[src/rtl/led_function_pkg.sv]
// Shared types and constants for the six-digit rotating display controller.
package led_function_pkg;

    // Default timing: 0.5 s per rotation step and 9600 baud, both at 50 MHz.
    localparam int TURNS_DEFAULT        = 25_000_000;
    localparam int CLKS_PER_BIT_DEFAULT = 5208;

    // 5-bit code sent to the 7-segment decoder: 0-9 are digits, 1F is blank.
    typedef logic [4:0] digit_t;
    localparam digit_t CODE_BLANK = 5'h1F;

    // ASCII command bytes, upper and lower case.
    localparam logic [7:0] CMD_PLAY_U  = 8'h47;  // 'G'
    localparam logic [7:0] CMD_PLAY_L  = 8'h67;  // 'g'
    localparam logic [7:0] CMD_PAUSE_U = 8'h50;  // 'P'
    localparam logic [7:0] CMD_PAUSE_L = 8'h70;  // 'p'
    localparam logic [7:0] CMD_DIR_U   = 8'h44;  // 'D'
    localparam logic [7:0] CMD_DIR_L   = 8'h64;  // 'd'
    localparam logic [7:0] ASCII_0     = 8'h30;
    localparam logic [7:0] ASCII_9     = 8'h39;

    // Receiver frame states.
    typedef enum logic [1:0] {
        RX_IDLE,
        RX_START,
        RX_DATA,
        RX_STOP
    } rx_state_t;

    // Decoded meaning of a received byte.
    typedef enum logic [2:0] {
        CMD_NONE,
        CMD_PLAY,
        CMD_PAUSE,
        CMD_DIR,
        CMD_DIGIT
    } cmd_t;

    // Classify one received byte; anything unrecognised maps to CMD_NONE.
    function automatic cmd_t decode_cmd(input logic [7:0] b);
        cmd_t c;
        c = CMD_NONE;
        case (b)
            CMD_PLAY_U, CMD_PLAY_L:   c = CMD_PLAY;
            CMD_PAUSE_U, CMD_PAUSE_L: c = CMD_PAUSE;
            CMD_DIR_U, CMD_DIR_L:     c = CMD_DIR;
            default: begin
                if (b >= ASCII_0 && b <= ASCII_9) c = CMD_DIGIT;
            end
        endcase
        return c;
    endfunction

    // Convert an ASCII digit to its display code (caller guarantees '0'..'9').
    function automatic digit_t ascii_to_digit(input logic [7:0] b);
        logic [7:0] d;
        d = b - ASCII_0;
        return d[4:0];
    endfunction

endpackage

[src/rtl/uart_rx.sv]
// 8N1 UART receiver with a 2-flop input synchronizer and mid-bit sampling.
// Output handshake: rx_valid is a one-cycle strobe with no ready; rx_byte is
// valid in that cycle and the consumer must take it then.
module uart_rx
    import led_function_pkg::*;
#(
    parameter int CLKS_PER_BIT = CLKS_PER_BIT_DEFAULT
) (
    input  logic       clk,
    input  logic       rst_n,
    input  logic       rx,
    output logic [7:0] rx_byte,
    output logic       rx_valid
);

    localparam int CNT_W   = $clog2(CLKS_PER_BIT + 1);
    localparam int HALF_M1 = (CLKS_PER_BIT / 2 > 0) ? (CLKS_PER_BIT / 2 - 1) : 0;
    // Start bit is re-checked half a bit after the synchronized falling edge;
    // from there every sample lands one full bit later, i.e. mid-bit.
    localparam logic [CNT_W-1:0] HALF_CNT = CNT_W'(HALF_M1);
    localparam logic [CNT_W-1:0] BIT_END  = CNT_W'(CLKS_PER_BIT - 1);

    logic             rx_meta;
    logic             rx_sync;
    rx_state_t        state;
    logic [CNT_W-1:0] cnt;
    logic [2:0]       bit_idx;
    logic [7:0]       shreg;

    // Bring the asynchronous line into the clock domain; idle level is high.
    always_ff @(posedge clk or negedge rst_n) begin
        if (!rst_n) begin
            rx_meta <= 1'b1;
            rx_sync <= 1'b1;
        end else begin
            rx_meta <= rx;
            rx_sync <= rx_meta;
        end
    end

    // Frame FSM: IDLE -> START -> DATA x8 -> STOP -> IDLE, registered outputs.
    always_ff @(posedge clk or negedge rst_n) begin
        if (!rst_n) begin
            state    <= RX_IDLE;
            cnt      <= '0;
            bit_idx  <= '0;
            shreg    <= '0;
            rx_byte  <= '0;
            rx_valid <= 1'b0;
        end else begin
            rx_valid <= 1'b0;
            case (state)
                RX_IDLE: begin
                    if (!rx_sync) begin
                        state <= RX_START;
                        cnt   <= '0;
                    end
                end
                RX_START: begin
                    if (cnt == HALF_CNT) begin
                        cnt     <= '0;
                        bit_idx <= '0;
                        // A line that is high again at mid-start was a glitch.
                        state   <= rx_sync ? RX_IDLE : RX_DATA;
                    end else begin
                        cnt <= cnt + 1'b1;
                    end
                end
                RX_DATA: begin
                    if (cnt == BIT_END) begin
                        cnt   <= '0;
                        shreg <= {rx_sync, shreg[7:1]};
                        if (bit_idx == 3'd7) state <= RX_STOP;
                        else bit_idx <= bit_idx + 1'b1;
                    end else begin
                        cnt <= cnt + 1'b1;
                    end
                end
                RX_STOP: begin
                    if (cnt == BIT_END) begin
                        cnt   <= '0;
                        state <= RX_IDLE;
                        // A low stop bit is a framing error: drop the byte.
                        if (rx_sync) begin
                            rx_valid <= 1'b1;
                            rx_byte  <= shreg;
                        end
                    end else begin
                        cnt <= cnt + 1'b1;
                    end
                end
                default: state <= RX_IDLE;
            endcase
        end
    end

endmodule

[src/rtl/led_function_core.sv]
// Six-digit display controller: UART commands insert digits, pause/play the
// rotation and flip its direction; digits rotate one place every TURNS cycles.
module led_function_core
    import led_function_pkg::*;
#(
    parameter int TURNS        = TURNS_DEFAULT,
    parameter int CLKS_PER_BIT = CLKS_PER_BIT_DEFAULT
) (
    input  logic       clk,
    input  logic       rst_n,
    input  logic       rx,
    output logic [4:0] in0,
    output logic [4:0] in1,
    output logic [4:0] in2,
    output logic [4:0] in3,
    output logic [4:0] in4,
    output logic [4:0] in5
);

    localparam int TICK_W = $clog2(TURNS);
    localparam logic [TICK_W-1:0] TICK_LAST = TICK_W'(TURNS - 1);

    logic [7:0]        rx_byte;
    logic              rx_valid;
    cmd_t              cmd;
    logic              run;
    logic              dir;
    logic              step;
    logic [TICK_W-1:0] tick_cnt;
    digit_t            digits [6];

    uart_rx #(
        .CLKS_PER_BIT(CLKS_PER_BIT)
    ) u_uart_rx (
        .clk     (clk),
        .rst_n   (rst_n),
        .rx      (rx),
        .rx_byte (rx_byte),
        .rx_valid(rx_valid)
    );

    // Decode the received byte only in its valid cycle; a step fires on the
    // last count while running (old run/dir apply even if a command lands now).
    always_comb begin
        cmd  = CMD_NONE;
        if (rx_valid) cmd = decode_cmd(rx_byte);
        step = run && (tick_cnt == TICK_LAST);
    end

    // Rotation tick counter: free-runs and wraps while running, holds when paused.
    always_ff @(posedge clk or negedge rst_n) begin
        if (!rst_n) begin
            tick_cnt <= '0;
        end else if (run) begin
            tick_cnt <= step ? '0 : tick_cnt + 1'b1;
        end
    end

    // Play/pause and direction flags, updated the cycle after the byte arrives.
    always_ff @(posedge clk or negedge rst_n) begin
        if (!rst_n) begin
            run <= 1'b1;
            dir <= 1'b0;
        end else begin
            case (cmd)
                CMD_PLAY:  run <= 1'b1;
                CMD_PAUSE: run <= 1'b0;
                CMD_DIR:   dir <= ~dir;
                default:   ;
            endcase
        end
    end

    // Digit register: a digit insertion takes priority over a coincident step.
    always_ff @(posedge clk or negedge rst_n) begin
        if (!rst_n) begin
            for (int k = 0; k < 6; k++) digits[k] <= digit_t'(k);
        end else if (cmd == CMD_DIGIT) begin
            for (int k = 5; k > 0; k--) digits[k] <= digits[k-1];
            digits[0] <= ascii_to_digit(rx_byte);
        end else if (step) begin
            if (!dir) begin
                for (int k = 5; k > 0; k--) digits[k] <= digits[k-1];
                digits[0] <= digits[5];
            end else begin
                for (int k = 0; k < 5; k++) digits[k] <= digits[k+1];
                digits[5] <= digits[0];
            end
        end
    end

    assign in0 = digits[0];
    assign in1 = digits[1];
    assign in2 = digits[2];
    assign in3 = digits[3];
    assign in4 = digits[4];
    assign in5 = digits[5];

endmodule

[config.mk]
export PLATFORM = sky130hd
export DESIGN_NAME = led_function_core
export DESIGN_NICKNAME = d
export VERILOG_FILES = /design/src/rtl/led_function_pkg.sv /design/src/rtl/uart_rx.sv /design/src/rtl/led_function_core.sv
export SDC_FILE = /design/constraint.sdc
export NUM_CORES = 1
export LEC_CHECK = 0
export BUFFER_PORTS_ARGS = -buffer_cell sky130_fd_sc_hd__buf_2
export CAP_MARGIN = 25
export CORE_MARGIN = 5
export CORE_UTILIZATION = 36
export DETAILED_ROUTE_END_ITERATION = 7
export MAX_ROUTING_LAYER = met4
export SYNTH_ARGS = -nofsm -noshare
export SYNTH_HDL_FRONTEND = slang
export SYNTH_HIERARCHICAL = 1
export SYNTH_SLANG_ARGS = --single-unit
[constraint.sdc]
create_clock -name clk -period 3.1 [get_ports clk]
set_clock_uncertainty 0.05 [all_clocks]
set_input_delay 0 -clock clk [delete_from_list [all_inputs] [get_ports clk]]
set_output_delay 0 -clock clk [all_outputs]
set_load 0.05 [all_outputs]
==> results.py, run 1 <==
metrics = {
    "place": {
        "gp_congestion": 0.8963,
        "dp.cells": 661,
        "io_buffers": 32,
        "dpl_cell_area_um2": 5105,
        "place_hpwl_um": 7056,
    },
    "job": {
        "cap_viol_max_count": 0,
    },
    "finish": {
        "finalNetCount": 505,
        "diodes": 0,
        "stdcell_area_um2": 5474,
        "fin_cells": 679,
        "layout-drive-gt1-share": 0.2008,
        "synthToLayoutAreaGrowth_pct": 13.40,
        "final_util": 0.4150,
    },
    "setup_path": {
        "slowest_stage": "or3b_2",
        "rr_endpoint": "u_uart_rx/shreg[5]",
        "r2r-start": "u_uart_rx/cnt[0]",
        "end_kind": "flop",
        "r2r_slack_ns": 0.65,
        "cp.arrival_ns": 2.63,
        "required_ns": 3.27,
        "crit_path_max_incr_delay_ns": 0.49,
        "crit_chain": "ha_1, or3b_2, nor4_2, and3_1, mux2_2",
        "critical_path.top_delay_family": "simple AND/OR/NAND/NOR gates",
        "cp.buffers_inverters": 0,
        "ff2ff_path_depth": 5,
        "cp_max_fo": 8,
        "crit_type": "flop to flop",
        "cp-start-kind": "flop",
    },
    "power": {
        "ir_drop_mv": 0.2923,
        "swShare": 0.1918,
        "total_power_mw": 2.531,
        "pwr-share-seq": 0.486,
        "clockPowerShare": 0.502,
        "p_switching_mw": 0.4854,
        "intPower_mw": 2.046,
        "powerDensity_nw_per_um2": 462.4,
        "leakage_nw": 2.418,
        "comb_power_share": 0.011,
    },
    "synthesis": {
        "syn-num-nets": 479,
        "yosysWarnings": 6,
        "synth_edf_count": 0,
        "synth.avg_cell_area_um2": 10.23,
        "synth_area_um2": 4827,
        "yosysSeqAreaShare": 0.4899,
        "synth_ff_type": "dfrtp_1",
        "synth.distinct_cells": 60,
        "ys_ff_latch": 94,
        "synthArstFlopShare": 1.000,
        "syn_inst": 472,
    },
    "grt": {
        "overflow": 0,
        "track_usage": 0.1341,
        "grt_pass1_vias": 3604,
        "grt_pass1_wl_um": 17390,
        "antenna_found_initial": 0,
        "grt_max_degree": 46,
    },
    "routing": {
        "drtAntennaViolNets": 0,
        "avgRoutedWirePerCell_um": 14.94,
        "drt_iter0_markers": 343,
        "routed_wirelength_um": 10140,
        "drt_pre_antenna_iters": 7,
        "via_count": 3708,
        "viasPerCell": 5.461,
        "drc": 0,
    },
    "worst_hold_path": {
        "hold_class": "input pin to asynchronous set/reset pin",
    },
    "cts": {
        "clockBufferDepth": 2,
        "htreeDepth": 3,
        "cts-buffers-inserted": 9,
        "clk_latency_ns": 0.34,
        "root_buffer": "clkbuf_16",
        "cts_tree": "built",
        "path_clk_slew_ns": 0.07,
        "clock-sinks": 94,
        "post_cts_buffers": 0,
    },
    "sta": {
        "setup_violations": 0,
        "maxSlewHeadroom": 0.4169,
        "drv_slew": 0,
        "max_freq_mhz": 407.9,
        "tightest_slew_ns": 0.8746,
        "fin_crit_ns": 2.452,
        "rsz0062_at_grt": "false",
        "tns_ns": 0,
        "period_share": 0.7909,
        "hold_violations": 0,
    },
    "outcome": {
        "status": "completed",
    },
    "floorplanning": {
        "die_area_um2": 15820,
        "initial_utilization": 0.3660,
        "coreArea_um2": 13190,
        "die-width_um": 125.8,
        "ioPinCount": 33,
        "die_y_um": 125.8,
        "row_count": 42,
    },
}
cell usage in the layout (no fill, tap or decap), types with 4 or more instances in the layout:
| master | netlist | layout |
|---|---|---|
| inv_1 | 37 | 37 |
| nand4_1 | 14 | 14 |
| nand3_1 | 21 | 21 |
| xnor2_1 | 5 | 5 |
| o21ai_0 | 14 | 14 |
| clkbuf_16 | 0 | 9 |
| ha_1 | 4 | 4 |
| xor2_1 | 9 | 9 |
| a31oi_1 | 6 | 6 |
| mux2_2 | 21 | 21 |
| and2_1 | 5 | 5 |
| and3_1 | 4 | 4 |
| or3_1 | 7 | 7 |
| buf_2 | 10 | 31 |
| nor2_1 | 51 | 51 |
| a21oi_1 | 25 | 25 |
| and4_1 | 6 | 6 |
| nand2_1 | 32 | 32 |
| nor3_1 | 9 | 8 |
| o311ai_0 | 4 | 4 |
| o31ai_1 | 7 | 7 |
| a222oi_1 | 25 | 25 |
| dfrtp_1 | 84 | 84 |
| dfstp_2 | 10 | 10 |
| buf_4 | 6 | 8 |
flip-flops by register name, indices dropped and copies added (netlist names), 5 cells and up, named ones only:
name               cells
u_uart_rx/shreg        8
tick_cnt              25
in2                    5
in4                    5
in3                    5
in1                    5
in5                    5
in0                    5
u_uart_rx/rx_byte      8
u_uart_rx/cnt         13
routing by layer:
layer / vias to the layer above / track usage / share of wire
met5: - / - / 0
met4: 0 / 0.04669 / 0.016
met3: 18 / 0.03514 / 0.037
met2: 63 / 0.2052 / 0.47
met1: 1834 / 0.1734 / 0.47
li1: 1793 / - / -
power by group through the flow:
stage	clock [mW]	sequential, mW	combinational [mW]
3_5_place_dp	0	1.25	0.0293
3_3_place_gp	0	1.25	0.0283
6_report	1.27	1.23	0.0289
5_1_grt	1.35	1.23	0.0354
4_1_cts	1.30	1.23	0.0313
2_1_floorplan	0	1.25	0.0000496
synth_stat cells (9+ instances only):
library cell  instances  share of area
dfrtp_1              84           0.44
nor2_1               51          0.040
inv_1                37          0.029
nand2_1              32          0.025
a21oi_1              25          0.026
a222oi_1             25          0.052
mux2_2               21          0.049
nand3_1              21          0.022
nand4_1              14          0.018
o21ai_0              14          0.015
buf_2                10          0.010
dfstp_2              10          0.054
nor3_1                9         0.0093
xor2_1                9          0.016
area by class of cell:
| class | instances | area, µm² |
|---|---|---|
| multi-input cells | 315 | 2166 |
| inverters | 37 | 138.9 |
| clock buffers | 11 | 242.7 |
| repair buffers | 41 | 235.2 |
| clock inverters | 5 | 106.4 |
| well taps | 176 | 220.2 |
| fillers | 1298 | 7716 |
| flip-flops and latches | 94 | 2365 |
cells by family (layout without fill, tap and decap cells):
| group | count (synthesis) | count (layout) | share of synthesized area |
|---|---|---|---|
| multiplexers | 24 | 24 | 0.05521 |
| buffers and inverters | 63 | 94 | 0.06247 |
| AND/OR/NAND/NOR | 178 | 178 | 0.2118 |
| flip-flops | 94 | 94 | 0.4899 |
| XOR/XNOR | 14 | 14 | 0.02540 |
| AO/OA/AOI/OAI | 95 | 95 | 0.1449 |
| adder cells (fa/ha/maj) | 4 | 4 | 0.01037 |
timing repair:
action	in CTS	in global routing
resized for setup	0	0
hold buffers	2	0
endpoints found under the hold margin	44	0
how the worst max path moves through the flow:
stage | endpoint | slack, ns | from | depth (start not counted)
after floorplan | u_uart_rx/cnt[11] | 0.95 | u_uart_rx/cnt[0] | 8
after global placement | u_uart_rx/shreg[1] | 0.71 | u_uart_rx/cnt[0] | 5
after detailed placement | u_uart_rx/shreg[5] | 0.64 | u_uart_rx/cnt[0] | 5
after CTS | u_uart_rx/shreg[5] | 0.63 | u_uart_rx/cnt[0] | 5
after global routing | u_uart_rx/cnt[12] | 0.44 | u_uart_rx/cnt[0] | 6
final | u_uart_rx/shreg[5] | 0.65 | u_uart_rx/cnt[0] | 5
through the flow:
stage	hold slack [ns]	worst slack (ns)
after detailed placement	-0.0003704	0.6418
after global routing	0.2296	0.4376
final	0.1491	0.6482
after floorplan	-0.3456	0.9513
after global placement	-0.01722	0.7111
after CTS	0.1768	0.6306
(Power assumes the default switching activity.)
==> run 2: changes to the inputs <==
- clock period: 3.1 -> 2.2 ns (I/O delays scaled with it)
==> run 2 against run 1 <==
Net effect: fmax up 13%; combinational power up 48%; via count is 3.3% higher; register-to-register slack got worse by 0.61 ns; final cell count rose by 3.8%; setup slack got worse by 0.61 ns; first-iteration DRC count up 37%; sequential cell count did not move; global-route usage increased by 0.81 points; largest cell class unchanged; highest routed layer unchanged.
==> results.py, run 2 (same netlist as run 1, synthesis figures left out) <==
metrics = {
    "floorplanning": {
        "die-width_um": 125.8,
        "ioPinCount": 33,
        "coreArea_um2": 13190,
        "initial_utilization": 0.3660,
        "die_y_um": 125.8,
        "row_count": 42,
        "die_area_um2": 15820,
    },
    "sta": {
        "period_share": 0.9839,
        "tns_ns": 0,
        "rsz0062_at_grt": "true",
        "hold_violations": 0,
        "setup_violations": 0,
        "maxSlewHeadroom": 0.5862,
        "drv_slew": 0,
        "max_freq_mhz": 462.0,
        "fin_crit_ns": 2.165,
        "tightest_slew_ns": 0.6207,
    },
    "setup_path": {
        "r2r_slack_ns": 0.04,
        "r2r-start": "u_uart_rx/cnt[5]",
        "cp_max_fo": 8,
        "rr_endpoint": "u_uart_rx/shreg[5]",
        "ff2ff_path_depth": 6,
        "cp.arrival_ns": 2.34,
        "crit_path_max_incr_delay_ns": 0.55,
        "required_ns": 2.37,
        "critical_path.top_delay_family": "simple AND/OR/NAND/NOR gates",
        "slowest_stage": "or4b_4",
        "crit_type": "flop to flop",
        "cp-start-kind": "flop",
        "end_kind": "flop",
        "crit_chain": "or4b_4, nor4_4, buf_4, and3_1, buf_6, mux2_2",
        "cp.buffers_inverters": 2,
    },
    "outcome": {
        "status": "completed",
    },
    "power": {
        "ir_drop_mv": 0.3711,
        "powerDensity_nw_per_um2": 596.2,
        "leakage_nw": 2.598,
        "total_power_mw": 3.415,
    },
    "job": {
        "cap_viol_max_count": 0,
    },
    "routing": {
        "viasPerCell": 5.434,
        "drc": 0,
        "routed_wirelength_um": 10690,
        "drt_iter0_markers": 469,
        "drt_pre_antenna_iters": 6,
        "drtAntennaViolNets": 0,
        "avgRoutedWirePerCell_um": 15.17,
        "via_count": 3831,
    },
    "grt": {
        "grt_max_degree": 47,
        "overflow": 0,
        "grt_pass1_vias": 3783,
        "track_usage": 0.1421,
        "grt_pass1_wl_um": 18430,
        "antenna_found_initial": 0,
    },
    "cts": {
        "htreeDepth": 3,
        "cts_tree": "built",
        "clockBufferDepth": 2,
        "clock-sinks": 94,
        "cts-buffers-inserted": 9,
        "root_buffer": "clkbuf_16",
        "clk_latency_ns": 0.34,
        "path_clk_slew_ns": 0.06,
    },
    "finish": {
        "final_util": 0.4343,
        "mostFrequentLayoutCell": "dfrtp_1",
        "fin_cells": 705,
        "diodes": 0,
        "finalNetCount": 531,
        "stdcell_area_um2": 5728,
        "largest_register_ffs": 25,
        "layout-drive-gt1-share": 0.2420,
        "synthToLayoutAreaGrowth_pct": 18.66,
        "largest_registers": "tick_cnt (25), u_uart_rx/cnt (13)",
        "regMostFlops": "tick_cnt",
        "mostFrequentLayoutCells": "dfrtp_1 (84), nor2_1 (51), inv_1 (37)",
    },
    "place": {
        "dp.cells": 686,
        "io_buffers": 32,
        "dpl_cell_area_um2": 5343,
        "gp_congestion": 0.8436,
        "place_hpwl_um": 7402,
    },
    "worst_hold_path": {
        "hold_class": "input pin to asynchronous set/reset pin",
    },
}
-- run 2: changes by cell type in the layout (fill, tap and decap cells not counted), sizes merged --
cell    delta
bufinv     -2
clkbuf     +3
buf       +25
nand4      +1
clkinv     -1
-- run 2: worst max path at each step --
stage / cells past startpoint / end / from / slack, ns
4_1_cts: 7 / u_uart_rx/bit_idx[2] / u_uart_rx/cnt[0] / -0.02
3_5_place_dp: 7 / u_uart_rx/shreg[5] / u_uart_rx/cnt[0] / -0.08
5_1_grt: 6 / u_uart_rx/shreg[5] / u_uart_rx/cnt[5] / -0.03
3_3_place_gp: 7 / u_uart_rx/shreg[2] / u_uart_rx/cnt[0] / 0.006
2_1_floorplan: 8 / u_uart_rx/cnt[11] / u_uart_rx/cnt[0] / 0.05
6_report: 6 / u_uart_rx/shreg[5] / u_uart_rx/cnt[5] / 0.04
-- run 2: through the flow --
stage	worst slack (ns)	hold WS [ns]
finish	0.03537	0.1686
global route	-0.02882	0.2498
CTS	-0.01669	0.2102
detailed placement	-0.07835	0.01048
global placement	0.006227	0.008034
floorplan	0.05132	-0.3456
-- run 2: worst reg2reg max path: stages (launching register included) --
cell     delay, ns
dfrtp_1       0.37
or4b_4        0.55
nor4_4        0.27
buf_4         0.17
and3_1        0.17
buf_6         0.14
mux2_2        0.34
-- run 2: layout make-up --
type / instances / area, µm²
fill: 1253 / 7462
inverter: 37 / 138.9
multi-input combinational: 316 / 2206
sequential: 94 / 2365
clock buffer: 14 / 284.0
clock inverter: 2 / 37.54
tap: 176 / 220.2
timing repair buffer: 66 / 476.7
-- run 2: what timing repair did --
item / CTS / global route
endpoints found under the setup margin: 18 / 33
setup buffers: 0 / 0
hold endpoints to repair: 40 / 0
pin swaps: 1 / 1
cloned: 0 / 1
hold buffers: 2 / 0
resized for setup: 1 / 6
-- run 2: routing by layer --
layer  wire length [µm]  up-vias  share of wire  track usage
met3                470       18          0.044      0.03853
met5                  0        -              0            -
met1               4902     1887           0.46       0.1825
li1                   -     1845              -            -
met2               5169       81           0.48       0.2247
met4                148        0          0.014      0.03659
-- run 2: where the power goes --
part	internal [mW]	switching (mW)	leakage, nW
logic	0.00886	0.0341	1.18
clock network	1.01	0.631	0.155
registers	1.73	0.00276	1.26
total	2.75	0.668	2.60
